**src/rtl/iob_gpio_maxtrack.sv**
```systemverilog
// Memory-mapped GPIO block with a lane-wise max/min tracker over written samples.
// One lane is compared per cycle; RESULT/COUNT/IRQ_PEND update in a single UPDATE cycle.
module iob_gpio_maxtrack #(
  parameter int unsigned GPIO_W  = 32,
  parameter int unsigned DATA_W  = 32,
  parameter int unsigned ADDR_W  = 4,
  parameter int unsigned LANE_W  = 8,
  parameter int unsigned N_LANES = 4
) (
  input  logic                clk,
  input  logic                rst,
  input  logic                valid,
  input  logic [ADDR_W-1:0]   address,
  input  logic [DATA_W-1:0]   wdata,
  input  logic [DATA_W/8-1:0] wstrb,
  output logic [DATA_W-1:0]   rdata,
  output logic                ready,
  input  logic [GPIO_W-1:0]   gpio_input,
  input  logic [11:0]         gpio_sw,
  output logic [GPIO_W-1:0]   gpio_output,
  output logic [GPIO_W-1:0]   gpio_output_enable,
  output logic                irq
);

  localparam int unsigned SAMP_W = LANE_W * N_LANES;
  localparam int unsigned LIDX_W = (N_LANES > 1) ? $clog2(N_LANES) : 1;
  localparam int unsigned CNT_W  = 16;

  localparam logic [ADDR_W-1:0] A_DATA   = ADDR_W'(0);
  localparam logic [ADDR_W-1:0] A_CTRL   = ADDR_W'(1);
  localparam logic [ADDR_W-1:0] A_THRESH = ADDR_W'(2);
  localparam logic [ADDR_W-1:0] A_RESULT = ADDR_W'(3);
  localparam logic [ADDR_W-1:0] A_COUNT  = ADDR_W'(4);
  localparam logic [ADDR_W-1:0] A_STATUS = ADDR_W'(5);
  localparam logic [ADDR_W-1:0] A_INPUT  = ADDR_W'(6);
  localparam logic [ADDR_W-1:0] A_OUTPUT = ADDR_W'(7);
  localparam logic [ADDR_W-1:0] A_OE     = ADDR_W'(8);
  localparam logic [ADDR_W-1:0] A_SWITCH = ADDR_W'(9);

  typedef enum logic [1:0] {IDLE, SCAN, UPDATE} state_t;

  state_t              state_q;
  logic [SAMP_W-1:0]   sample_q;
  logic                mode_lat_q;
  logic [LANE_W-1:0]   cand_q;
  logic [LIDX_W-1:0]   lane_q;
  logic                mode_q;
  logic                irq_en_q;
  logic [LANE_W-1:0]   thresh_q;
  logic [LANE_W-1:0]   result_q;
  logic [CNT_W-1:0]    count_q;
  logic                pend_q;
  logic                ovf_q;
  logic [GPIO_W-1:0]   out_q;
  logic [GPIO_W-1:0]   oe_q;
  logic [GPIO_W-1:0]   sync1_q;
  logic [GPIO_W-1:0]   sync2_q;
  logic [DATA_W-1:0]   rdata_q;
  logic                ready_q;
  logic                irq_q;

  logic                wr_c, rd_c, busy_c;
  logic                ctrl_wr_c, data_wr_c, stat_wr_c, clear_c;
  logic [LANE_W-1:0]   lane_val_c;
  logic                better_c, replace_c, hit_c, pend_set_c;
  logic                pend_d, ovf_d, irq_en_d, irq_d;
  logic [DATA_W-1:0]   rdata_c;

  assign wr_c      = valid && (|wstrb);
  assign rd_c      = valid && !(|wstrb);
  assign busy_c    = (state_q != IDLE);
  assign ctrl_wr_c = wr_c && (address == A_CTRL);
  assign data_wr_c = wr_c && (address == A_DATA);
  assign stat_wr_c = wr_c && (address == A_STATUS);
  // Explicit CLEAR or a MODE flip both restart tracking from the new mode's identity value
  assign clear_c   = ctrl_wr_c && (wdata[1] || (wdata[0] != mode_q));

  assign lane_val_c = LANE_W'(sample_q >> (LANE_W * lane_q));
  assign better_c   = mode_lat_q ? (lane_val_c < cand_q) : (lane_val_c > cand_q);
  assign replace_c  = mode_lat_q ? (cand_q < result_q) : (cand_q > result_q);
  assign hit_c      = mode_lat_q ? (cand_q <= thresh_q) : (cand_q >= thresh_q);
  assign pend_set_c = (state_q == UPDATE) && hit_c && !clear_c;

  // Sticky status: a same-cycle set beats a W1C clear
  assign pend_d   = pend_set_c || (pend_q && !(stat_wr_c && wdata[1]));
  assign ovf_d    = (data_wr_c && busy_c) || (ovf_q && !(stat_wr_c && wdata[2]));
  assign irq_en_d = ctrl_wr_c ? wdata[2] : irq_en_q;
  assign irq_d    = pend_d && irq_en_d;

  always_comb begin
    rdata_c = '0;
    case (address)
      A_CTRL:   rdata_c = DATA_W'({irq_en_q, 1'b0, mode_q});
      A_THRESH: rdata_c = DATA_W'(thresh_q);
      A_RESULT: rdata_c = DATA_W'(result_q);
      A_COUNT:  rdata_c = DATA_W'(count_q);
      A_STATUS: rdata_c = DATA_W'({ovf_q, pend_q, busy_c});
      A_INPUT:  rdata_c = DATA_W'(sync2_q);
      A_OUTPUT: rdata_c = DATA_W'(out_q);
      A_OE:     rdata_c = DATA_W'(oe_q);
      A_SWITCH: rdata_c = DATA_W'(gpio_sw);
      default:  rdata_c = '0;
    endcase
  end

  always_ff @(posedge clk) begin
    if (!rst) begin
      state_q    <= IDLE;
      sample_q   <= '0;
      mode_lat_q <= 1'b0;
      cand_q     <= '0;
      lane_q     <= '0;
      mode_q     <= 1'b0;
      irq_en_q   <= 1'b0;
      thresh_q   <= '0;
      result_q   <= '0;
      count_q    <= '0;
      pend_q     <= 1'b0;
      ovf_q      <= 1'b0;
      out_q      <= '0;
      oe_q       <= '0;
      sync1_q    <= '0;
      sync2_q    <= '0;
      rdata_q    <= '0;
      ready_q    <= 1'b0;
      irq_q      <= 1'b0;
    end else begin
      ready_q  <= valid;
      rdata_q  <= rd_c ? rdata_c : '0;
      sync1_q  <= gpio_input;
      sync2_q  <= sync1_q;
      pend_q   <= pend_d;
      ovf_q    <= ovf_d;
      irq_en_q <= irq_en_d;
      irq_q    <= irq_d;

      if (wr_c) begin
        case (address)
          A_CTRL:   mode_q   <= wdata[0];
          A_THRESH: thresh_q <= LANE_W'(wdata);
          A_OUTPUT: out_q    <= GPIO_W'(wdata);
          A_OE:     oe_q     <= GPIO_W'(wdata);
          default:  ;
        endcase
      end

      if (clear_c) begin
        state_q  <= IDLE;
        lane_q   <= '0;
        count_q  <= '0;
        result_q <= wdata[0] ? '1 : '0;
      end else begin
        case (state_q)
          IDLE: begin
            if (data_wr_c) begin
              sample_q   <= SAMP_W'(wdata);
              mode_lat_q <= mode_q;
              cand_q     <= LANE_W'(wdata);
              lane_q     <= '0;
              state_q    <= SCAN;
            end
          end
          SCAN: begin
            if (better_c) cand_q <= lane_val_c;
            if (lane_q == LIDX_W'(N_LANES - 1)) state_q <= UPDATE;
            else lane_q <= lane_q + LIDX_W'(1);
          end
          UPDATE: begin
            if (replace_c) result_q <= cand_q;
            if (count_q != {CNT_W{1'b1}}) count_q <= count_q + CNT_W'(1);
            state_q <= IDLE;
          end
          default: state_q <= IDLE;
        endcase
      end
    end
  end

  assign rdata              = rdata_q;
  assign ready              = ready_q;
  assign irq                = irq_q;
  assign gpio_output        = out_q;
  assign gpio_output_enable = oe_q;

endmodule

```
**config.mk**
```make
export PLATFORM = sky130hd
export DESIGN_NAME = iob_gpio_maxtrack
export DESIGN_NICKNAME = d
export VERILOG_FILES = /design/src/rtl/iob_gpio_maxtrack.sv
export SDC_FILE = /design/constraint.sdc
export NUM_CORES = 1
export LEC_CHECK = 0
export CAP_MARGIN = 5
export CORE_ASPECT_RATIO = 0.6
export CORE_UTILIZATION = 45
export DETAILED_ROUTE_END_ITERATION = 7
export PLACE_DENSITY_LB_ADDON = 0.3
export SLEW_MARGIN = 10
export SYNTH_ARGS = -nofsm -noshare
export SYNTH_HDL_FRONTEND = slang
export SYNTH_SLANG_ARGS = --single-unit
```
**constraint.sdc**
```tcl
create_clock -name clk -period 3.96 [get_ports clk]
set_input_delay 1.188 -clock clk [delete_from_list [all_inputs] [get_ports clk]]
set_output_delay 1.188 -clock clk [all_outputs]
set_load 0.005 [all_outputs]
```
; Word-level counts from Yosys, hierarchy flattened
; Cells that the tools add are included.
[totals]
register_bits = 243
input_bits = 87
output_inout_bits = 98
wordCells = 106
[op_classes]
n_addsub = 2
n_lt_le_gt_ge = 6
eq_ne = 18
n_shift = 1
n_mux = 18
bitwise = 2
n_reduce_logical = 40
[op_table]
columns = op, count
row1 = one-hot mux 32 bit (9 select lines), 1
row2 = two-way mux 8 bit, 6
row3 = >> shifter 32 x 5 -> 8 bit, 1
row4 = "adder 16 x 1 -> 16 bit, second input constant", 1
row5 = "== test 4 x 3 -> 1 bit, second input constant", 4
row6 = greater-than comparator 8 bit, 2
row7 = < comparator 8 bit, 2
row8 = "inequality test 16 bit, second input constant", 1
row9 = one-hot mux 8 bit (2 select lines), 1
row10 = AND reduction 2 bit, 8
row11 = logical AND 1 bit, 14
row12 = "== test 4 x 2 -> 1 bit, second input constant", 2
row13 = "== test 4 bit, second input constant", 2
row14 = greater-or-equal comparator 8 bit, 1
row15 = less-or-equal comparator 8 bit, 1
row16 = two-way mux 2 bit, 4
row17 = "inequality test 2 bit, second input constant", 4
row18 = one-hot mux 2 bit (2 select lines), 2
row19 = nonzero test 2 bit, 4
row20 = AND reduction 3 bit, 2
row21 = "== test 2 bit, second input constant", 2
row22 = "== test 4 x 1 -> 1 bit, second input constant", 1
row23 = logical NOT 1 bit, 4
row24 = logical NOT 4 bit, 1
row25 = 10 further kinds, 16

; Longest topological paths before layout
[depth]
depth_word = 8
mapped_depth = 13
depth_no_buf = 10

; Worst setup path before layout
; Ideal clock, no wire load.
[synth_timing]
kind = register to register
startpoint = reg lane_q[0]
endpoint = reg cand_q[0]
setup_time_ns = 0.138
t_arrival_ns = 2.726
required_ns = 3.822
path_slack_ns = 1.096
path_stages_with_launch = 11
n_path_buf = 2
synth_period_minus_slack_ns = 2.864
cell_sequence = dfxtp_1 > buf_2 > mux4_2 > ha_1 > nor2b_1 > o211ai_1 > a21oi_1 > o21ai_0 > a21bo_1 > buf_6 > a211oi_2
[synth_between]
elab_chain_len = 5
word_cells_on_any_way = 8
classes_between = order compare: 2 / eq/ne: 1 / shift: 1 / mux: 3 / reduce/logical: 1
[synth_rtl]
columns = item, line
row1 = from (decl), 46  ; logic [LIDX_W-1:0] lane_q;
row2 = from (signal assigned), 166  ; else lane_q <= lane_q + LIDX_W'(1);
row3 = >> shifter 32 x 5 -> 8 bit *, 78  ; assign lane_val_c = LANE_W'(sample_q >> (LANE_W * lane_q));
row4 = greater-than comparator 8 bit / < comparator 8 bit (equally long branches), 79  ; assign better_c = mode_lat_q ? (lane_val_c < cand_q) : (lane_val_c > cand_q);
row5 = two-way mux 1 bit, 79
row6 = inequality test 2 bit (no source line), --
row7 = AND reduction 4 bit (no source line), --
row8 = to (signal assigned), 158  ; cand_q <= LANE_W'(wdata);
row9 = to (signal assigned), 164  ; if (better_c) cand_q <= lane_val_c;
row10 = to (decl), 45  ; logic [LANE_W-1:0] cand_q;
; Every way passes the cells marked *; elsewhere a longest branch is shown, timed or not. The select of a mux whose other input is x is not followed.
; A chain may end at the register's enable or synchronous reset.

; Worst setup path after layout
[layout_timing]
startpoint = reg lane_q[0]
endpoint = reg cand_q[2]
; Same word-level chain as after synthesis.

==> summary.txt <==
CP endpoint kind: flip-flop
Post-route setup slack: 0.636 ns
Port bufs: 184
First-pass GRT wire length: 46.1 mm
Drt total wl: 29.9 mm
Fin cells: 1537
Clock Path Buffers: 3
Post-layout util: 0.613
Met3 wire length: 3.80 mm
Predominant post-synthesis flop cell: dfxtp_1
Vias per inst: 5.58
Met2 wire length: 12.0 mm
Clk slew on worst S/H paths: 0.07 ns
Pin count of the biggest net entering global routing: 63
Syn Std Cell Area: 9560 um2
Die width: 190 um
RSZ-0062 raised after global routing: false
CP max stage cell: dfxtp_1
Max Cap Viol: 0
H-tree levels: 1
Fmax: 0.301 GHz
Fin nets: 1363
Root Driver: clkbuf_16
Net Count, Synth: 1186
CP cell instances: buf_4 -> mux4_2 -> ha_1 -> nor2b_1 -> o211ai_1 -> a21oi_1 -> o31a_1 -> a21bo_1 -> a211oi_2
Hold Vio Cnt, Final: 0
Crit path kind: flip-flop to flip-flop
Multi-input logic area: 4330 um2
Total grt overflow: 0
Yosys top cell by area: dfxtp_1
Post-route ant nets: 0
Met1 wire length: 13.6 mm
Syn Inst Count: 1073
Clock Skew: 0.00718 ns
CP top delay family: compound AO/OA/AOI/OAI gates
Hold Path Class: flip-flop to flip-flop
Minimum clock period: 3.32 ns
Die ar.: 21900 um2
Hold buffers post-CTS: 0
Critical path peak fanout: 9
Pwr dens: 405 nW/um2
Fin Setup TNS: 0 ns
DRT iter0 DRCs: 981
Power Total: 0.00506 W
Critical Path AT: 3.74 ns
Number of remaining DRC errors: 0
Fill count: 1804
Clock latency on the worst-skew pair: 0.51 ns
Seq/Total Area, Yosys: 0.509
Number of synthesized flops with an enable pin: 0
Final Max Tran Viols: 0
Startpoint types: flip-flop
Clk sinks: 243
Final setup vio count: 0
CTS buffer count: 23
Core area: 20400 um2
Pre-CTS WS: 0.249 ns
Ports: 185
Slew margin rel.: 0.431
Top routing layer used: met4
Period utilization: 0.839
Slew @ Worst Pin: 0.851 ns
Row cnt: 40
Asr flop ratio synth: 0
Initial antenna violation count: 1
Area delta synth->final: 30.8%
GRT Total Usage: 0.272
Vias in the first global route: 8115
Initial core utilization: 0.468
Top cell type's share of synthesized area: 0.509
Routed vias: 8573
GPL Wtd Cong: 0.914
Synth area leaders: dfxtp_1 (51%), nand2_1 (9.3%), a21oi_1 (6.5%), and2_1 (4.3%), ha_1 (3.4%)
Leak pwr: 4.35 nW
Post-DR wirelength/cell: 19.5 um
Mean Syn Cell Area: 8.91 um2
Share of cells above drive strength 1: 0.0808
Resized Gates After CTS: 0
DR pass1 iterations: 6
Die height: 115 um
CTS tree: yes
Outcome: complete, no violations
Data required time of the worst path: 4.38 ns
Count of warnings emitted by yosys: 0
Synth unique cells: 54
Synth Register Bits: 243
Postcts setup bufs: 0
FF+latch area: 4860 um2
Peak supply drop: 0.000250 V
Placed cell count: 1498
CP max stage delay: 0.61 ns
HPWL after DPL: 22.1 mm
WP buf/inv: 1
-- cells in the mapped netlist, drive strengths merged (6+ instances only) --
cell    instances
dfxtp         243
nand2         237
a21oi         125
and2           68
nor2           64
clkbuf         60
a22oi          30
inv            28
ha             26
a222oi         23
nand3          15
a211oi         12
a31oi          12
a221oi         11
buf            11
mux2i          11
nand4          11
nor3           10
xor2           10
mux4            7
o211ai          6
-- final timing paths --
path                                        startpoint                endpoint  slack [ns]  cells past startpoint
worst max-delay path            lane_q[0]$_SDFFE_PP0P_  cand_q[2]$_SDFFE_PN0P_        0.64                      9
worst max register to register  lane_q[0]$_SDFFE_PP0P_  cand_q[2]$_SDFFE_PN0P_        0.64                      9
worst min-delay path            sync1_q[11]$_SDFF_PN0_  sync2_q[11]$_SDFF_PN0_        0.43                      1
worst min register to register  sync1_q[11]$_SDFF_PN0_  sync2_q[11]$_SDFF_PN0_        0.43                      1
-- routing by layer --
layer	vias up	track usage
li1	4060	-
met3	40	0.0842
met5	-	0
met1	4031	0.404
met2	442	0.386
met4	0	0.0539
-- cells by family after synthesis --
family                     after synthesis  share of synthesized area
and+or+nand+nor                        432                      0.206
DFF                                    243                      0.509
AOI/OAI and AO/OA                      239                      0.167
buffers and inverters                   99                     0.0415
adders and majority gates               26                     0.0340
muxes                                   19                     0.0292
xor gates and xnor gates                15                     0.0137
-- sequential cells by signal, indices dropped and copies added, names as in the netlist, 2 cells and up --
signal	flops
thresh_q	8
gpio_output_enable	32
sample_q	32
lane_q	2
count_q	16
state_q	2
sync1_q	32
result_q	8
sync2_q	32
gpio_output	32
cand_q	8
rdata	32
-- cell usage in the layout (no fill, tap or decap), types with 26 or more instances in the layout --
master / netlist / routed
inv_1: 27 / 27
nor2_1: 64 / 62
dfxtp_1: 243 / 243
and2_1: 66 / 67
a22oi_1: 30 / 30
clkdlybuf4s50_1: 0 / 183
ha_1: 26 / 26
nand2_1: 237 / 237
a21oi_1: 125 / 125
buf_4: 0 / 38
-- layout make-up --
cell class	instances	area share
flip-flops and latches	243	0.389
well taps	273	0.0273
diodes	1	0.000200
inverters	28	0.00850
repair buffers	223	0.171
clock buffers	27	0.0488
clock inverters	11	0.00900
multi-input cells	731	0.346
-- where the power goes --
group	total [W]	internal, W	switching (W)	leakage [nW]
Sequential	0.00252	0.00249	0.0000259	1.97
Combinational	0.000389	0.000179	0.000210	2.02
Clock	0.00215	0.00123	0.000926	0.352
Total	0.00506	0.00390	0.00116	4.35
-- stage by stage --
stage,cell area (um2),hold slack (ns)
after floorplan,9560,0.412
after global placement,11800,0.415
after detailed placement,11800,0.418
after CTS,12500,0.431
after global routing,12500,0.447
final,12500,0.431
No activity file was read; power rests on OpenSTA's default activity.
